<file path="config.mk">
export PLATFORM = sky130hd
export DESIGN_NAME = shm_port_master_flat
export DESIGN_NICKNAME = d
export VERILOG_FILES = /design/src/rtl/shm_port_master_if.sv /design/src/rtl/shm_port_master.sv /design/src/flat_wrapper.sv
export SDC_FILE = /design/constraint.sdc
export NUM_CORES = 1
export LEC_CHECK = 0
export ABC_AREA = 1
export CAP_MARGIN = 5
export CORE_MARGIN = 4
export CORE_UTILIZATION = 32
export CTS_CLUSTER_DIAMETER = 80
export CTS_CLUSTER_SIZE = 14
export DETAILED_ROUTE_END_ITERATION = 10
export HOLD_SLACK_MARGIN = 0.15
export PLACE_DENSITY = 0.66
export SYNTH_ARGS = -nofsm -noshare
export SYNTH_HDL_FRONTEND = slang
export SYNTH_SLANG_ARGS = --single-unit
</file>
<file path="constraint.sdc">
create_clock -name clk -period 2.5 [get_ports clk]
set_input_delay 0.625 -clock clk [delete_from_list [all_inputs] [get_ports clk]]
set_output_delay 0.625 -clock clk [all_outputs]
set_load 0.005 [all_outputs]
</file>
<file path="src/rtl/shm_port_master_if.sv">
// Bus bundle for shm_port_master: command, write-data, read-data, RAM port and statistics.
// The master modport is the port-master's view; slave is the view of the logic driving it.
interface shm_port_master_if #(
  parameter int unsigned LOCAL_ADDR_WIDTH = 10,
  parameter int unsigned DATA_WIDTH       = 32
);
  logic                        cmd_valid;
  logic                        cmd_ready;
  logic                        cmd_write;
  logic [LOCAL_ADDR_WIDTH-1:0] cmd_addr;
  logic [3:0]                  cmd_len;

  logic                        wr_valid;
  logic                        wr_ready;
  logic [DATA_WIDTH-1:0]       wr_data;

  logic                        rd_valid;
  logic                        rd_ready;
  logic [DATA_WIDTH-1:0]       rd_data;
  logic                        rd_last;

  logic                        done;

  logic                        ram_we;
  logic [LOCAL_ADDR_WIDTH-1:0] ram_addr;
  logic [DATA_WIDTH-1:0]       ram_wdata;
  logic [DATA_WIDTH-1:0]       ram_rdata;

  logic [15:0]                 stat_wr_cnt;
  logic [15:0]                 stat_rd_cnt;

  modport master (
    input  cmd_valid, cmd_write, cmd_addr, cmd_len, wr_valid, wr_data, rd_ready, ram_rdata,
    output cmd_ready, wr_ready, rd_valid, rd_data, rd_last, done, ram_we, ram_addr, ram_wdata,
    output stat_wr_cnt, stat_rd_cnt
  );

  modport slave (
    output cmd_valid, cmd_write, cmd_addr, cmd_len, wr_valid, wr_data, rd_ready, ram_rdata,
    input  cmd_ready, wr_ready, rd_valid, rd_data, rd_last, done, ram_we, ram_addr, ram_wdata,
    input  stat_wr_cnt, stat_rd_cnt
  );
endinterface

</file>
<file path="src/rtl/shm_port_master.sv">
// Burst master for one port of a dual-port RAM. Write bursts stream wr_data straight onto the
// RAM port; read bursts issue at most two outstanding reads into a 2-entry response buffer.
// Optional macro SHM_PM_STATS_EN enables saturating word counters on stat_wr_cnt/stat_rd_cnt.
module shm_port_master #(
  parameter int unsigned LOCAL_ADDR_WIDTH = 10,
  parameter int unsigned DATA_WIDTH       = 32
) (
  input logic              clk,
  input logic              rst_n,
  shm_port_master_if.master bus
);

  typedef enum logic [1:0] {StIdle, StWrite, StRead, StDrain} state_e;

  localparam logic [LOCAL_ADDR_WIDTH-1:0] AddrOne = 1;

  state_e                      state_q;
  logic [LOCAL_ADDR_WIDTH-1:0] addr_q;       // next word address (wraps naturally)
  logic [LOCAL_ADDR_WIDTH-1:0] last_addr_q;  // address shown while no burst drives the port
  logic [4:0]                  rem_q;        // words still to write / issue
  logic [4:0]                  dlv_q;        // read words still to hand over on rd_*
  logic                        inflight_q;   // read issued last cycle, data arrives now
  logic [DATA_WIDTH-1:0]       buf_q [2];
  logic                        wptr_q;
  logic                        rptr_q;
  logic [1:0]                  cnt_q;
  logic                        done_q;

  logic wr_hs;
  logic issue;
  logic pop;
  logic active;

  // Handshake and issue decisions
  assign wr_hs  = (state_q == StWrite) && bus.wr_valid;
  assign issue  = (state_q == StRead) && (rem_q != 5'd0) &&
                  ((cnt_q + {1'b0, inflight_q}) < 2'd2);
  assign pop    = (cnt_q != 2'd0) && bus.rd_ready;
  assign active = (state_q == StWrite) || (state_q == StRead);

  assign bus.cmd_ready = (state_q == StIdle);
  assign bus.wr_ready  = (state_q == StWrite);
  assign bus.ram_we    = wr_hs;
  assign bus.ram_addr  = active ? addr_q : last_addr_q;
  assign bus.ram_wdata = (state_q == StWrite) ? bus.wr_data : '0;
  assign bus.rd_valid  = (cnt_q != 2'd0);
  assign bus.rd_data   = buf_q[rptr_q];
  assign bus.rd_last   = (cnt_q != 2'd0) && (dlv_q == 5'd1);
  assign bus.done      = done_q;

  // Burst FSM, address/length counters and response buffer
  always_ff @(posedge clk or negedge rst_n) begin
    if (!rst_n) begin
      state_q     <= StIdle;
      addr_q      <= '0;
      last_addr_q <= '0;
      rem_q       <= '0;
      dlv_q       <= '0;
      inflight_q  <= 1'b0;
      buf_q[0]    <= '0;
      buf_q[1]    <= '0;
      wptr_q      <= 1'b0;
      rptr_q      <= 1'b0;
      cnt_q       <= '0;
      done_q      <= 1'b0;
    end else begin
      done_q <= 1'b0;
      unique case (state_q)
        StIdle: begin
          if (bus.cmd_valid) begin
            addr_q  <= bus.cmd_addr;
            rem_q   <= {1'b0, bus.cmd_len} + 5'd1;
            dlv_q   <= {1'b0, bus.cmd_len} + 5'd1;
            state_q <= bus.cmd_write ? StWrite : StRead;
          end
        end
        StWrite: begin
          if (wr_hs) begin
            addr_q      <= addr_q + AddrOne;
            last_addr_q <= addr_q;
            rem_q       <= rem_q - 5'd1;
            if (rem_q == 5'd1) begin
              done_q  <= 1'b1;
              state_q <= StIdle;
            end
          end
        end
        StRead: begin
          if (issue) begin
            addr_q      <= addr_q + AddrOne;
            last_addr_q <= addr_q;
            rem_q       <= rem_q - 5'd1;
            if (rem_q == 5'd1) state_q <= StDrain;
          end
        end
        StDrain: begin
          // The final word can only be handed over here, after its issue.
          if (pop && (dlv_q == 5'd1)) begin
            done_q  <= 1'b1;
            state_q <= StIdle;
          end
        end
        default: state_q <= StIdle;
      endcase

      inflight_q <= issue;
      if (inflight_q) begin
        buf_q[wptr_q] <= bus.ram_rdata;
        wptr_q        <= ~wptr_q;
      end
      if (pop) begin
        rptr_q <= ~rptr_q;
        dlv_q  <= dlv_q - 5'd1;
      end
      cnt_q <= cnt_q + {1'b0, inflight_q} - {1'b0, pop};
    end
  end

`ifdef SHM_PM_STATS_EN
  logic [15:0] stat_wr_q;
  logic [15:0] stat_rd_q;

  // Saturating counts of RAM writes and read-data handshakes
  always_ff @(posedge clk or negedge rst_n) begin
    if (!rst_n) begin
      stat_wr_q <= '0;
      stat_rd_q <= '0;
    end else begin
      if (wr_hs && (stat_wr_q != 16'hFFFF)) stat_wr_q <= stat_wr_q + 16'd1;
      if (pop && (stat_rd_q != 16'hFFFF)) stat_rd_q <= stat_rd_q + 16'd1;
    end
  end

  assign bus.stat_wr_cnt = stat_wr_q;
  assign bus.stat_rd_cnt = stat_rd_q;
`else
  assign bus.stat_wr_cnt = '0;
  assign bus.stat_rd_cnt = '0;
`endif

endmodule

</file>
<file path="src/flat_wrapper.sv">
// flat-port wrapper written by rule: the top's interface ports become plain ports
module shm_port_master_flat 
#(
  parameter int unsigned LOCAL_ADDR_WIDTH = 10,
  parameter int unsigned DATA_WIDTH       = 32
)
  (clk, rst_n, bus_cmd_valid, bus_cmd_write, bus_cmd_addr, bus_cmd_len, bus_wr_valid, bus_wr_data, bus_rd_ready, bus_ram_rdata, bus_cmd_ready, bus_wr_ready, bus_rd_valid, bus_rd_data, bus_rd_last, bus_done, bus_ram_we, bus_ram_addr, bus_ram_wdata, bus_stat_wr_cnt, bus_stat_rd_cnt);
  shm_port_master_if #(.LOCAL_ADDR_WIDTH(LOCAL_ADDR_WIDTH), .DATA_WIDTH(DATA_WIDTH)) bus_i ();
  input logic clk;
  input logic rst_n;
  input wire logic [$bits(bus_i.cmd_valid)-1:0] bus_cmd_valid;
  input wire logic [$bits(bus_i.cmd_write)-1:0] bus_cmd_write;
  input wire logic [$bits(bus_i.cmd_addr)-1:0] bus_cmd_addr;
  input wire logic [$bits(bus_i.cmd_len)-1:0] bus_cmd_len;
  input wire logic [$bits(bus_i.wr_valid)-1:0] bus_wr_valid;
  input wire logic [$bits(bus_i.wr_data)-1:0] bus_wr_data;
  input wire logic [$bits(bus_i.rd_ready)-1:0] bus_rd_ready;
  input wire logic [$bits(bus_i.ram_rdata)-1:0] bus_ram_rdata;
  output wire logic [$bits(bus_i.cmd_ready)-1:0] bus_cmd_ready;
  output wire logic [$bits(bus_i.wr_ready)-1:0] bus_wr_ready;
  output wire logic [$bits(bus_i.rd_valid)-1:0] bus_rd_valid;
  output wire logic [$bits(bus_i.rd_data)-1:0] bus_rd_data;
  output wire logic [$bits(bus_i.rd_last)-1:0] bus_rd_last;
  output wire logic [$bits(bus_i.done)-1:0] bus_done;
  output wire logic [$bits(bus_i.ram_we)-1:0] bus_ram_we;
  output wire logic [$bits(bus_i.ram_addr)-1:0] bus_ram_addr;
  output wire logic [$bits(bus_i.ram_wdata)-1:0] bus_ram_wdata;
  output wire logic [$bits(bus_i.stat_wr_cnt)-1:0] bus_stat_wr_cnt;
  output wire logic [$bits(bus_i.stat_rd_cnt)-1:0] bus_stat_rd_cnt;
  assign bus_i.cmd_valid = bus_cmd_valid;
  assign bus_i.cmd_write = bus_cmd_write;
  assign bus_i.cmd_addr = bus_cmd_addr;
  assign bus_i.cmd_len = bus_cmd_len;
  assign bus_i.wr_valid = bus_wr_valid;
  assign bus_i.wr_data = bus_wr_data;
  assign bus_i.rd_ready = bus_rd_ready;
  assign bus_i.ram_rdata = bus_ram_rdata;
  assign bus_cmd_ready = bus_i.cmd_ready;
  assign bus_wr_ready = bus_i.wr_ready;
  assign bus_rd_valid = bus_i.rd_valid;
  assign bus_rd_data = bus_i.rd_data;
  assign bus_rd_last = bus_i.rd_last;
  assign bus_done = bus_i.done;
  assign bus_ram_we = bus_i.ram_we;
  assign bus_ram_addr = bus_i.ram_addr;
  assign bus_ram_wdata = bus_i.ram_wdata;
  assign bus_stat_wr_cnt = bus_i.stat_wr_cnt;
  assign bus_stat_rd_cnt = bus_i.stat_rd_cnt;
  shm_port_master #(.LOCAL_ADDR_WIDTH(LOCAL_ADDR_WIDTH), .DATA_WIDTH(DATA_WIDTH)) u_core (.clk(clk), .rst_n(rst_n), .bus(bus_i));
endmodule
</file>
==> impl_metrics.env, run 1 <==
export IMPL_status="finished with violations"
export IMPL_violations="negative setup slack"
export IMPL_yosys_top_cells_count="nand2_1 (326), dfrtp_1 (102), inv_1 (102), o21ai_0 (94), buf_4 (33)"
export IMPL_max_freq_mhz=394.4
export IMPL_critPathMaxStageDelay_ns=0.51
export IMPL_boundaryPins=196
export IMPL_multi_input_area_mm2=0.002471
export IMPL_ys_async_sr_fraction=1.000
export IMPL_drv_slew=0
export IMPL_setup_slack_ns=-0.03550
export IMPL_diodes=0
export IMPL_drv_cap=0
export IMPL_overflow=0
export IMPL_synth_area_top_cells="dfrtp_1 (45%), nand2_1 (22%), o21ai_0 (8.3%)"
export IMPL_hold_class="input port to async pin"
export IMPL_switching_power_uw=3825
export IMPL_period_needed_ns=2.536
export IMPL_rsz0062_at_grt="yes"
export IMPL_swShare=0.3931
export IMPL_synthFlopType="dfrtp_1"
export IMPL_grt_pass1_vias=4944
export IMPL_combPwrFrac=0.556
export IMPL_cp_start_kind="register"
export IMPL_fin_area_mm2=0.008068
export IMPL_clkPwrFrac=0.140
export IMPL_yosysTopAreaCellShare=0.4524
export IMPL_clockBufferDepth=2
export IMPL_row_count=48
export IMPL_route_detailed_drc=0
export IMPL_grt_antenna_before_repair=0
export IMPL_tightest_slew_ns=1.077
export IMPL_insertion_delay_ns=0.35
export IMPL_cellPowerDensity_mw_per_mm2=1206
export IMPL_p_leak_uw=0.004802
export IMPL_synthXorXnorAreaFrac=0.009315
export IMPL_synth_edf_count=0
export IMPL_cp_startpoint="u_core.state_q[1]$_DFFE_PN0P_"
export IMPL_synth_most_common_cell="nand2_1"
export IMPL_drive_gt1_frac=0.07263
export IMPL_slew_headroom=0.2820
export IMPL_endpoint_kind="primary output"
export IMPL_instances_no_fill=1175
export IMPL_regArea_mm2=0.002552
export IMPL_grt_pass1_wl_mm=24.05
export IMPL_timing_final_crit_share=1.014
export IMPL_hold_violations=0
export IMPL_wl_per_cell_um=13.13
export IMPL_ant_nets=0
export IMPL_reg2reg_from="u_core.state_q[0]$_DFFE_PN0P_"
export IMPL_cp_common_cell="nand2_1"
export IMPL_netlist_area_mm2=0.005642
export IMPL_area_delta_synth_final_pct=43.00
export IMPL_gp_congestion=0.8130
export IMPL_setup_viol=1
export IMPL_crit_fanout=17
export IMPL_dp_cells=1147
export IMPL_dpl_cell_area_mm2=0.007448
export IMPL_skew_ns=0.005194
export IMPL_synth_mux_area_frac=0
export IMPL_required_ns=1.88
export IMPL_vias_per_cell=4.405
export IMPL_crit_chain="inv_2 > ha_4 > buf_12 > nand2_1 > nand2_1 > clkdlybuf4s50_1"
export IMPL_synth_top_family_by_area="simple AND/OR/NAND/NOR gates"
export IMPL_layout_nets=1043
export IMPL_die_h_um=140.8
export IMPL_ys_warn_count=0
export IMPL_intPower_uw=5905
export IMPL_synth_fa_ha_area_frac=0.02883
export IMPL_grt_start_max_net_pins=103
export IMPL_synth_cell_type_count=32
export IMPL_dpl_hpwl_mm=10.61
export IMPL_ys_ff_latch=102
export IMPL_crit_type="register to primary output"
export IMPL_finalSetupTns_ns=-0.03550
export IMPL_portBuffers=163
export IMPL_dieArea_mm2=0.01982
export IMPL_initial_utilization=0.3262
export IMPL_cts_tree="yes"
export IMPL_numCtsBuffers=9
export IMPL_firstDrtPassIters=5
export IMPL_yosys_area_share_simple=0.2715
export IMPL_synth_compound_area_frac=0.1000
export IMPL_cp_slowest_cell="clkdlybuf4s50_1"
export IMPL_coreArea_mm2=0.01730
export IMPL_tritoncts_num_sinks=102
export IMPL_grt_usage=0.1492
export IMPL_clock_root_buffer="clkbuf_16"
export IMPL_cp_top_family="buffers and inverters"
export IMPL_netlist_instances=775
export IMPL_die_x_um=140.8
export IMPL_cts_max_level=3
export IMPL_drtIter0Drc=248
export IMPL_crit_arrival_ns=1.91
export IMPL_fill_cells=1744
export IMPL_total_power_uw=9730
export IMPL_path_buf_inv=3
export IMPL_totalWireLength_mm=15.43
export IMPL_clkTransAtPathRegs_ns=0.07
export IMPL_syn_avg_cell_area_um2=7.280
export IMPL_num_vias=5176
export IMPL_hold_ws_ns=0.2832
export IMPL_yosysTopAreaCell="dfrtp_1"
export IMPL_yosysSeqAreaShare=0.4524
export IMPL_power_frac_seq=0.304
export IMPL_ir_worst_vdd_mv=0.5962
[cell families (layout without fill, tap and decap cells)]
kind of cell | Yosys count | in the layout
xor+xnor | 6 | 6
flops | 102 | 102
compound gates | 105 | 105
other cells | 1 | 32
fa+ha+maj | 13 | 13
buf+inv | 167 | 311
simple gates | 381 | 381
[flip-flops by register name (all words and copies together), names as in the netlist, 2 cells and up]
register,flops
u_core.addr_q,10
u_core.cnt_q,2
u_core.state_q,2
u_core.rem_q,5
u_core.dlv_q,5
u_core.last_addr_q,10
u_core.buf_q,64
[metrics by stage]
step,utilization,worst slack (ns)
3_3_place_gp,0.4306,0.09507
5_1_grt,0.4664,-0.1197
4_1_cts,0.4506,-0.1149
2_1_floorplan,-,0.4494
3_5_place_dp,0.4306,0.08084
6_report,0.4664,-0.03550
[final timing paths]
kind | slack [ns] | cells past startpoint | to
min reg2reg | 0.48 | 2 | u_core.rem_q[1]$_DFFE_PN0P_
max | -0.04 | 6 | bus_ram_addr[5]
max in group asynchronous | 1.73 | 2 | u_core.dlv_q[4]$_DFFE_PN0P_
min | 0.28 | 2 | u_core.buf_q[0]$_DFFE_PN0P_
min in group clk | 0.48 | 2 | u_core.rem_q[1]$_DFFE_PN0P_
max reg2reg | 0.40 | 12 | u_core.rem_q[4]$_DFFE_PN0P_
[area by class of cell]
cell class                      count  share of cell area
Clock buffer                       13             0.03350
Clock inverter                      2            0.002016
Inverter                          103             0.04823
Multi-Input combinational cell    537              0.3063
Sequential cell                   102              0.3164
Tap cell                          225             0.03489
Timing Repair Buffer              193              0.2587
[layout by cell type (no fill, tap or decap), types with 3 or more instances in the layout]
cell type        netlist  layout
nand3_1               29      29
dlygate4sd2_1          0       5
conb_1                 1      32
clkbuf_16              0      12
buf_4                 33      19
buf_12                 0       5
o21ai_0               94      92
inv_1                102      99
ha_1                  13      11
a21oi_1                4       4
dlymetal6s2s_1         0      37
nor2_1                12      12
clkdlybuf4s50_1        0     119
xor2_1                 3       3
dfrtp_1              102     102
nand2_1              326     322
buf_6                  3       3
clkbuf_8               0       3
nand2_2                0       4
inv_2                  1       3
xnor2_1                3       3
nand4_1                3       3
[routing by layer]
| metal | track usage | vias up | part of all wire |
|---|---|---|---|
| li1 | - | 2644 | - |
| met1 | 0.1860 | 2336 | 0.42 |
| met2 | 0.2475 | 186 | 0.49 |
| met3 | 0.05122 | 10 | 0.083 |
| met4 | 0.04029 | 0 | 0.010 |
| met5 | 0 | - | 0 |
[power groups by stage]
stage / combinational [uW] / sequential (uW) / clock [uW]
6_report: 5410 / 2960 / 1360
5_1_grt: 6110 / 3060 / 1500
4_1_cts: 5250 / 2950 / 1420
3_5_place_dp: 5140 / 2970 / 0
3_3_place_gp: 5060 / 2950 / 0
2_1_floorplan: 2870 / 2870 / 0
[what timing repair did]
item | 4_1_cts | 5_1_grt
resized for setup | 13 | 50
gates cloned | 1 | 4
pin swaps | 0 | 2
buffers inserted | 2 | 6
hold buffers | 0 | 0
endpoints found under the setup margin | 44 | 42
Power figures use the tool's default switching activity.
==> inputs of run 2 (changes only) <==
REMOVE_ABC_BUFFERS = 1   (was default)
==> run 2 against run 1 <==
  * The run now ends clean
  * Wire length fell by 1.6%
  * Worst hold slack got worse by 0.037 ns
  * Combinational power fell by 3%
  * Clock-buffer cell count fell by 3
  * Die area did not move
==> impl_metrics.env, run 2 (same netlist as run 1, synthesis figures left out) <==
export IMPL_setup_viol=0
export IMPL_drv_cap=0
export IMPL_clockBufferDepth=2
export IMPL_max_flop_register="u_core.buf_q"
export IMPL_r2r_cells=11
export IMPL_endpoint_kind="primary output"
export IMPL_slew_headroom=0.4502
export IMPL_skew_ns=0.009204
export IMPL_die_x_um=140.8
export IMPL_crit_fanout=8
export IMPL_critPathMaxStageDelay_ns=0.39
export IMPL_combPwrFrac=0.540
export IMPL_cp_endpoint="bus_ram_wdata[12]"
export IMPL_reg2reg_from="u_core.state_q[0]$_DFFE_PN0P_"
export IMPL_vias_per_cell=4.419
export IMPL_p_leak_uw=0.004665
export IMPL_tightest_slew_ns=0.8248
export IMPL_clock_root_buffer="clkbuf_16"
export IMPL_hold_violations=0
export IMPL_utilization=0.4628
export IMPL_regArea_mm2=0.002552
export IMPL_firstDrtPassIters=5
export IMPL_grt_pass1_vias=4961
export IMPL_final_cell_mix="nand2_1 (325), clkdlybuf4s50_1 (120), dfrtp_1 (102)"
export IMPL_ant_nets=0
export IMPL_period_needed_ns=2.470
export IMPL_hold_class="input port to async pin"
export IMPL_finalSetupTns_ns=0
export IMPL_grt_pass1_wl_mm=24.11
export IMPL_layout_nets=1037
export IMPL_grt_start_max_net_pins=51
export IMPL_numCtsBuffers=9
export IMPL_fill_cells=1734
export IMPL_cp_common_cell="buf_4"
export IMPL_area_delta_synth_final_pct=41.89
export IMPL_worstReg2RegEnd="u_core.addr_q[3]$_DFFE_PN0P_"
export IMPL_num_vias=5166
export IMPL_drv_slew=0
export IMPL_cts_tree="yes"
export IMPL_cp_slowest_cell="dfrtp_1"
export IMPL_cp_depth=8
export IMPL_coreArea_mm2=0.01730
export IMPL_insertion_delay_ns=0.35
export IMPL_holdBufCountCts=0
export IMPL_row_count=48
export IMPL_drive_gt1_frac=0.06568
export IMPL_status="complete, no violations"
export IMPL_dpl_hpwl_mm=10.90
export IMPL_reg2reg_setup_slack_ns=0.55
export IMPL_clkPwrFrac=0.156
export IMPL_multi_input_area_mm2=0.002464
export IMPL_clkTransAtPathRegs_ns=0.06
export IMPL_tritoncts_num_sinks=102
export IMPL_gp_congestion=0.7970
export IMPL_totalWireLength_mm=15.18
export IMPL_crit_type="register to primary output"
export IMPL_die_h_um=140.8
export IMPL_layout_commonest_cell="nand2_1"
export IMPL_total_power_uw=9743
export IMPL_dieArea_mm2=0.01982
export IMPL_rsz0062_at_grt="yes"
export IMPL_max_freq_mhz=404.8
export IMPL_diodes=0
export IMPL_cellPowerDensity_mw_per_mm2=1217
export IMPL_crit_arrival_ns=1.85
export IMPL_cp_startpoint="u_core.state_q[0]$_DFFE_PN0P_"
export IMPL_intPower_uw=5939
export IMPL_grt_usage=0.1501
export IMPL_route_detailed_drc=0
export IMPL_required_ns=1.88
export IMPL_largest_reg_flops=64
export IMPL_grt_antenna_before_repair=0
export IMPL_drtIter0Drc=354
export IMPL_crit_chain="buf_4 > ha_4 > buf_4 > buf_16 > buf_4 > nand2_1 > inv_1 > dlygate4sd2_1"
export IMPL_swShare=0.3904
export IMPL_boundaryPins=196
export IMPL_cp_top_family="buffers and inverters"
export IMPL_cts_max_level=3
export IMPL_overflow=0
export IMPL_switching_power_uw=3804
export IMPL_biggestRegsByFlops="u_core.buf_q x64, u_core.addr_q x10, u_core.last_addr_q x10"
export IMPL_initial_utilization=0.3262
export IMPL_ir_worst_vdd_mv=0.5940
export IMPL_wl_per_cell_um=12.99
export IMPL_cp_start_kind="register"
export IMPL_portBuffers=163
export IMPL_timing_final_crit_share=0.9880
export IMPL_path_buf_inv=6
export IMPL_power_frac_seq=0.305
[run 2: changes by cell type in the layout (fill, tap and decap cells not counted), sizes merged]
cell / delta
clkdlybuf4s15: -1
buf: -4
bufinv: +2
clkbuf: -5
clkdlybuf4s50: +1
inv: +1
dlymetal6s2s: -10
dlygate4sd2: +10
[run 2: per-layer routing]
layer	wire length [um]	global-route usage
met5	0	0
met4	353	0.05354
met3	1318	0.04138
met2	7056	0.2432
met1	6454	0.1928
[run 2: layout make-up]
type	instances	area share
Tap cell	225	0.03517
Sequential cell	102	0.3188
Timing Repair Buffer	187	0.2496
Multi-Input combinational cell	537	0.3078
Clock buffer	10	0.02985
Clock inverter	5	0.01016
Inverter	103	0.04861
[run 2: repair_timing]
| item | CTS | global route |
|---|---|---|
| endpoints found under the hold margin | 0 | 0 |
| cloned | 2 | 1 |
| endpoints found under the setup margin | 40 | 38 |
| setup buffers | 2 | 5 |
| gates resized for setup | 30 | 30 |
| pin swaps | 0 | 1 |
[run 2: worst min-delay path by stage]
stage / endpoint / slack (ns) / depth (start not counted)
floorplan: u_core.addr_q[0]$_DFFE_PN0P_ / 0.33 / 0
global placement: u_core.rem_q[1]$_DFFE_PN0P_ / 0.46 / 2
detailed placement: u_core.rem_q[1]$_DFFE_PN0P_ / 0.47 / 2
CTS: u_core.buf_q[7]$_DFFE_PN0P_ / 0.24 / 1
global route: u_core.buf_q[7]$_DFFE_PN0P_ / 0.28 / 1
finish: u_core.buf_q[7]$_DFFE_PN0P_ / 0.25 / 1
[run 2: stage by stage]
step	hold slack, ns	cell area [um^2]	std cells	setup WS (ns)
CTS	0.2411	7871	1163	-0.02118
floorplan	0.3294	5370	742	0.2882
finish	0.2464	8005	1169	0.02992
detailed placement	0.4682	7451	1144	0.09140
global placement	0.4628	7451	1144	0.09042
global route	0.2795	8005	1169	-0.03771
[run 2: power groups by stage]
stage          Clock [uW]  Combinational (uW)  Sequential [uW]
2_1_floorplan           0                2620             2920
3_3_place_gp            0                5030             2960
3_5_place_dp            0                5100             2980
4_1_cts              1570                5270             2960
5_1_grt              1640                5950             3070
6_report             1520                5260             2970
==> inputs of run 3 (changes only) <==
CORE_UTILIZATION = 40   (was 32)
PLACE_DENSITY = 0.78   (was 0.66)
==> run 3 against run 2 <==
  * Clock-buffer cell count increased by 2
  * Register-to-register slack improved by 0.12 ns
  * Largest cell class unchanged
  * Die area decreased by 19%
  * Clock power decreased by 14%
  * Critical endpoint is now bus_ram_wdata[15]
  * Largest power group unchanged
  * Worst hold slack got worse by 0.059 ns
==> impl_metrics.env, run 3 (same netlist as run 1, synthesis figures left out) <==
export IMPL_row_count=43
export IMPL_coreArea_mm2=0.01383
export IMPL_die_h_um=126.8
export IMPL_largest_reg_flops=64
export IMPL_clkTransAtPathRegs_ns=0.07
export IMPL_max_flop_register="u_core.buf_q"
export IMPL_cp_start_kind="register"
export IMPL_grt_usage=0.1769
export IMPL_cellPowerDensity_mw_per_mm2=1209
export IMPL_cts_max_level=3
export IMPL_total_power_uw=9551
export IMPL_route_detailed_drc=0
export IMPL_grt_pass1_wl_mm=23.48
export IMPL_tightest_slew_ns=0.5443
export IMPL_drv_slew=0
export IMPL_fin_area_mm2=0.007901
export IMPL_endpoint_kind="primary output"
export IMPL_hold_violations=0
export IMPL_grt_start_max_net_pins=65
export IMPL_ant_nets=0
export IMPL_crit_type="register to primary output"
export IMPL_num_vias=5204
export IMPL_overflow=0
export IMPL_dpl_hpwl_mm=10.49
export IMPL_area_delta_synth_final_pct=40.05
export IMPL_layout_nets=1038
export IMPL_crit_fanout=17
export IMPL_insertion_delay_ns=0.33
export IMPL_clock_root_buffer="clkbuf_16"
export IMPL_timing_final_crit_share=0.9800
export IMPL_layout_commonest_cell="nand2_1"
export IMPL_max_freq_mhz=408.2
export IMPL_slew_headroom=0.6371
export IMPL_portBuffers=163
export IMPL_vias_per_cell=4.626
export IMPL_worstReg2RegEnd="u_core.addr_q[3]$_DFFE_PN0P_"
export IMPL_reg2reg_setup_slack_ns=0.67
export IMPL_cts_tree="yes"
export IMPL_die_x_um=126.8
export IMPL_gp_congestion=0.8190
export IMPL_initial_utilization=0.4080
export IMPL_tritoncts_num_sinks=102
export IMPL_skew_ns=0.006086
export IMPL_boundaryPins=196
export IMPL_grt_antenna_before_repair=0
export IMPL_biggestRegsByFlops="u_core.buf_q x64, u_core.addr_q x10, u_core.last_addr_q x10"
export IMPL_reg2reg_from="u_core.state_q[0]$_DFFE_PN0P_"
export IMPL_ir_worst_vdd_mv=0.6595
export IMPL_drive_gt1_frac=0.06878
export IMPL_crit_arrival_ns=1.82
export IMPL_totalWireLength_mm=14.58
export IMPL_period_needed_ns=2.450
export IMPL_drtIter0Drc=373
export IMPL_p_leak_uw=0.004624
export IMPL_status="complete, no violations"
export IMPL_numCtsBuffers=9
export IMPL_drv_cap=0
export IMPL_dieArea_mm2=0.01607
export IMPL_holdBufCountCts=0
export IMPL_required_ns=1.88
export IMPL_setup_viol=0
export IMPL_diodes=0
export IMPL_final_cell_mix="nand2_1 (324), clkdlybuf4s50_1 (125), dfrtp_1 (102)"
export IMPL_clockBufferDepth=2
export IMPL_wl_per_cell_um=12.96
export IMPL_hold_class="input port to async pin"
export IMPL_dpl_cell_area_mm2=0.007405
export IMPL_r2r_cells=10
export IMPL_grt_pass1_vias=4959
export IMPL_firstDrtPassIters=5
run 3: changes by cell type in the layout (fill, tap and decap cells not counted), moves of 2 or more:
cell | before | now
dlygate4sd2_1 | 15 | 6
clkdlybuf4s50_1 | 120 | 125
clkdlybuf4s15_1 | 0 | 2
bufinv_16 | 2 | 0
run 3: layer usage:
| metal | up-vias | global-route usage | wire (um) |
|---|---|---|---|
| li1 | 2635 | - | - |
| met1 | 2351 | 0.2261 | 6090 |
| met2 | 203 | 0.3042 | 7155 |
| met3 | 15 | 0.04379 | 1142 |
| met4 | 0 | 0.03849 | 193 |
| met5 | - | 0 | 0 |
run 3: final cells by class:
type                    count  area (um^2)
well taps                 180        225.2
flip-flops and latches    102         2552
clock inverters             3        18.77
inverters                 103        389.1
multi-input cells         537         2466
clock buffers              12        256.5
fillers                  1265         5926
repair buffers            188         1993
run 3: timing repair:
item	CTS	global route
resized for setup	25	38
endpoints found under the setup margin	43	36
endpoints found under the hold margin	0	0
pin swaps	1	2
setup buffers	1	4
gates cloned	1	2
run 3: through the flow:
stage	instances	utilization	hold slack (ns)	setup TNS [ns]	setup slack [ns]
floorplan	742	-	0.3294	0	0.2882
global placement	1102	0.5355	0.4621	0	0.07033
detailed placement	1102	0.5355	0.4653	0	0.06398
CTS	1119	0.5604	0.1778	-0.1524	-0.05695
global route	1125	0.5714	0.1869	-0.06804	-0.01929
finish	1125	0.5714	0.1870	0	0.05012
run 3: report_power, final:
part	leakage, uW	total, uW	switching (uW)	internal [uW]
registers	0.00124	2950	479	2470
logic	0.00324	5290	2700	2600
clock network	0.000139	1300	578	725
run 3: critical path, cell delays in order (launching register included):
cell and delay (ns):
dfrtp_1 0.36, buf_4 0.14, ha_4 0.22, buf_16 0.16, nand2_1 0.06, inv_1 0.04
clkdlybuf4s50_1 0.49
run 3: worst max-delay path by stage:
stage	cells past startpoint	from	slack (ns)	endpoint
after detailed placement	4	bus_wr_data[28]	0.06	bus_ram_wdata[28]
after CTS	6	u_core.state_q[1]$_DFFE_PN0P_	-0.06	bus_ram_addr[5]
after global placement	4	bus_wr_data[28]	0.07	bus_ram_wdata[28]
after floorplan	4	u_core.state_q[0]$_DFFE_PN0P_	0.29	bus_ram_addr[1]
final	6	u_core.state_q[0]$_DFFE_PN0P_	0.05	bus_ram_wdata[15]
after global routing	6	u_core.state_q[0]$_DFFE_PN0P_	-0.02	bus_ram_wdata[15]
==> variant (settings of run 1) <==
`DATA_WIDTH` is set to 32 in 3 places; all go to 64.
--- a/src/rtl/shm_port_master_if.sv
+++ b/src/rtl/shm_port_master_if.sv
@@ -2,7 +2,7 @@
 // The master modport is the port-master's view; slave is the view of the logic driving it.
 interface shm_port_master_if #(
   parameter int unsigned LOCAL_ADDR_WIDTH = 10,
-  parameter int unsigned DATA_WIDTH       = 32
+  parameter int unsigned DATA_WIDTH       = 64
 );
   logic                        cmd_valid;
   logic                        cmd_ready;
--- a/src/rtl/shm_port_master.sv
+++ b/src/rtl/shm_port_master.sv
@@ -3,7 +3,7 @@
 // Optional macro SHM_PM_STATS_EN enables saturating word counters on stat_wr_cnt/stat_rd_cnt.
 module shm_port_master #(
   parameter int unsigned LOCAL_ADDR_WIDTH = 10,
-  parameter int unsigned DATA_WIDTH       = 32
+  parameter int unsigned DATA_WIDTH       = 64
 ) (
   input logic              clk,
   input logic              rst_n,
--- a/src/flat_wrapper.sv
+++ b/src/flat_wrapper.sv
@@ -2,7 +2,7 @@
 module shm_port_master_flat 
 #(
   parameter int unsigned LOCAL_ADDR_WIDTH = 10,
-  parameter int unsigned DATA_WIDTH       = 32
+  parameter int unsigned DATA_WIDTH       = 64
 )
   (clk, rst_n, bus_cmd_valid, bus_cmd_write, bus_cmd_addr, bus_cmd_len, bus_wr_valid, bus_wr_data, bus_rd_ready, bus_ram_rdata, bus_cmd_ready, bus_wr_ready, bus_rd_valid, bus_rd_data, bus_rd_last, bus_done, bus_ram_we, bus_ram_addr, bus_ram_wdata, bus_stat_wr_cnt, bus_stat_rd_cnt);
   shm_port_master_if #(.LOCAL_ADDR_WIDTH(LOCAL_ADDR_WIDTH), .DATA_WIDTH(DATA_WIDTH)) bus_i ();
Ports: changed (resized bus_ram_rdata, bus_ram_wdata, bus_rd_data and bus_wr_data); port bits go from 196 to 324. The function was not compared with the original's and may differ.
==> variant against run 1 <==
Clock power up 90%. Highest routed layer is now met5. First-iteration DRC count up 75%. Wire length is 84% higher. Total power rose by 62%. Largest cell class unchanged. Worst setup slack improved by 0.065 ns. Core utilization is 2.3 points higher. Sequential cell count up 64. Cell area up 59%. Clock skew is 0.0054 ns higher. Synthesized cell count increased by 53%. Area after synthesis increased by 52%. Critical path type unchanged.
==> variant: results (changes against run 1) <==
metric,value,unit,change
timing.reg2reg.setup_slack,0.44,ns,was 0.40 ns
post_synth_main_area_contributors,"sky130_fd_sc_hd__dfrtp_1 48%, sky130_fd_sc_hd__nand2_1 23%, sky130_fd_sc_hd__o21ai_0 9.3%",,"was sky130_fd_sc_hd__dfrtp_1 45%, sky130_fd_sc_hd__nand2_1 22%, sky130_fd_sc_hd__o21ai_0 8.3%"
post_synth_xor_area_fraction,0.007149,,was 0.009315
cp_data_arrival_time,1.85,ns,was 1.91 ns
post_synth_mux_area_share,0,,unchanged
firstDrtPassIters,4,,was 5
first_global_vias,8007,,was 4944
worst-r2r-cell-count,10,,was 12
worstMarginPinSlew,0.6420,ns,was 1.077 ns
grt_pass1_wl,43400,um,was 24050 um
maximum_fanout_along_the_worst_path,29,,was 17
routabilityCongestion,0.8802,,was 0.8130
synth_seq_area_share,0.4844,,was 0.4524
antenna_violations_before_repair,9,,was 0
outcome,finished clean,,was finished with violations
synth.distinct_cells,30,,was 32
synthAdderAreaFrac,0.01897,,was 0.02883
fin_nets,1643,,was 1043
grt_use_total,0.1880,,was 0.1492
count_of_input_and_output_buffers,291,,was 163
placed_area,0.01187,mm2,was 0.007448 mm2
finalClockSkew,0.01064,ns,was 0.005194 ns
drive_gt1_frac,0.08094,,was 0.07263
ctsHtreeMaxLevel,4,,was 3
wl_per_cell,15.47,um,was 13.13 um
ys_top_cells_by_count,"521 x sky130_fd_sc_hd__nand2_1, 168 x sky130_fd_sc_hd__inv_1, 166 x sky130_fd_sc_hd__dfrtp_1, 159 x sky130_fd_sc_hd__o21ai_0, 44 x sky130_fd_sc_hd__clkbuf_1",,"was 326 x sky130_fd_sc_hd__nand2_1, 102 x sky130_fd_sc_hd__dfrtp_1, 102 x sky130_fd_sc_hd__inv_1, 94 x sky130_fd_sc_hd__o21ai_0, 33 x sky130_fd_sc_hd__buf_4"
biggest_registers_after_layout,"u_core.buf_q: 128 flops, u_core.addr_q: 10 flops, u_core.last_addr_q: 10 flops",,"was u_core.buf_q: 64 flops, u_core.addr_q: 10 flops, u_core.last_addr_q: 10 flops"
peakVddDrop,0.4642,mV,was 0.5962 mV
total_leakage_power,7.286,nW,was 4.802 nW
synth-compound-area-share,0.1015,,was 0.1000
synthArstFlopShare,1.000,,unchanged
reg2reg_to,u_core.addr_q[2]$_DFFE_PN0P_,,was u_core.rem_q[4]$_DFFE_PN0P_
dp.final_hpwl,20670,um,was 10610 um
detail_route.iter0.violations,435,,was 248
cts-buffers-inserted,17,,was 9
viasPerCell,4.447,,was 4.405
reg2reg_from,u_core.state_q[0]$_DFFE_PN0P_,,unchanged
cp-startpoint,u_core.rptr_q$_DFFE_PN0P_,,was u_core.state_q[1]$_DFFE_PN0P_
grt_start_max_net_pins,54,,was 103
-- variant: changes by cell type in the layout (fill, tap and decap cells not counted), sizes merged, moves of 9 or more --
cell / delta
dfrtp: +64
inv: +73
buf: +30
dlymetal6s2s: -16
clkdlybuf4s50: +71
nand2: +194
nand3: -9
dlygate4sd2: +55
o21ai: +64
-- variant: repair_timing --
action	4_1_cts	5_1_grt
endpoints found under the hold margin	45	0
gates resized for setup	145	52
endpoints found under the setup margin	104	81
cloned	3	2
buffers inserted	11	5
hold buffers	1	0
-- variant: cell type report --
cell class	instances	area [um2]
clock inverter	14	145.1
sequential	166	4155
clock buffer	18	429.2
fill	2583	13380
inverter	170	650.6
multi-input combinational	787	3483
timing repair buffer	340	3528
antenna	8	20.02
tap	335	419.2
-- variant: logic make-up after synthesis --
family	after synthesis
AOI/OAI and AO/OA	169
xor gates and xnor gates	7
adders and majority gates	13
buffers and inverters	260
DFF	166
other	1
and+or+nand+nor	566
-- variant: power by group --
group | total (mW) | switching [mW] | leakage (nW) | internal [mW]
Clock | 2.59 | 1.18 | 0.281 | 1.41
Sequential | 4.84 | 0.792 | 2.01 | 4.04
Combinational | 8.34 | 4.15 | 5.00 | 4.19
Total | 15.8 | 6.13 | 7.29 | 9.64
-- variant: how the worst max path moves through the flow --
stage                                   end  slack, ns  depth (start not counted)
after floorplan             bus_ram_addr[0]       0.38                          7
after global placement    bus_ram_wdata[54]      -0.03                          4
after detailed placement  bus_ram_wdata[54]      -0.02                          4
after CTS                 bus_ram_wdata[61]      -0.07                          7
after global routing        bus_rd_data[60]      -0.05                          4
final                       bus_rd_data[39]       0.03                          4
-- variant: critical path, cell delays in order (launching register included) --
cell,delay [ns]
sky130_fd_sc_hd__dfrtp_2,0.47
sky130_fd_sc_hd__buf_8,0.27
sky130_fd_sc_hd__nand2_1,0.08
sky130_fd_sc_hd__nand2_1,0.07
sky130_fd_sc_hd__clkdlybuf4s50_1,0.54
-- variant: through the flow --
step                hold WS (ns)  worst slack [ns]  setup TNS [ns]    util  cells
detailed placement        0.4706          -0.02110        -0.02110  0.4529   1776
finish                    0.4850           0.02987               0  0.4896   1838
CTS                       0.4895          -0.07315         -0.3358  0.4809   1823
global route              0.4985          -0.05240         -0.9713  0.4896   1838
global placement          0.4656          -0.03248        -0.03248  0.4529   1776
floorplan                 0.3294            0.3767               0       -   1213
-- variant: layer usage --
| metal | GRT usage | vias to the layer above | routed length [um] |
|---|---|---|---|
| met4 | 0.07096 | 2 | 881 |
| met5 | 0 | - | 13 |
| met3 | 0.05447 | 35 | 2187 |
| met2 | 0.3118 | 285 | 13750 |
| met1 | 0.2327 | 3739 | 11590 |
| li1 | - | 4113 | - |
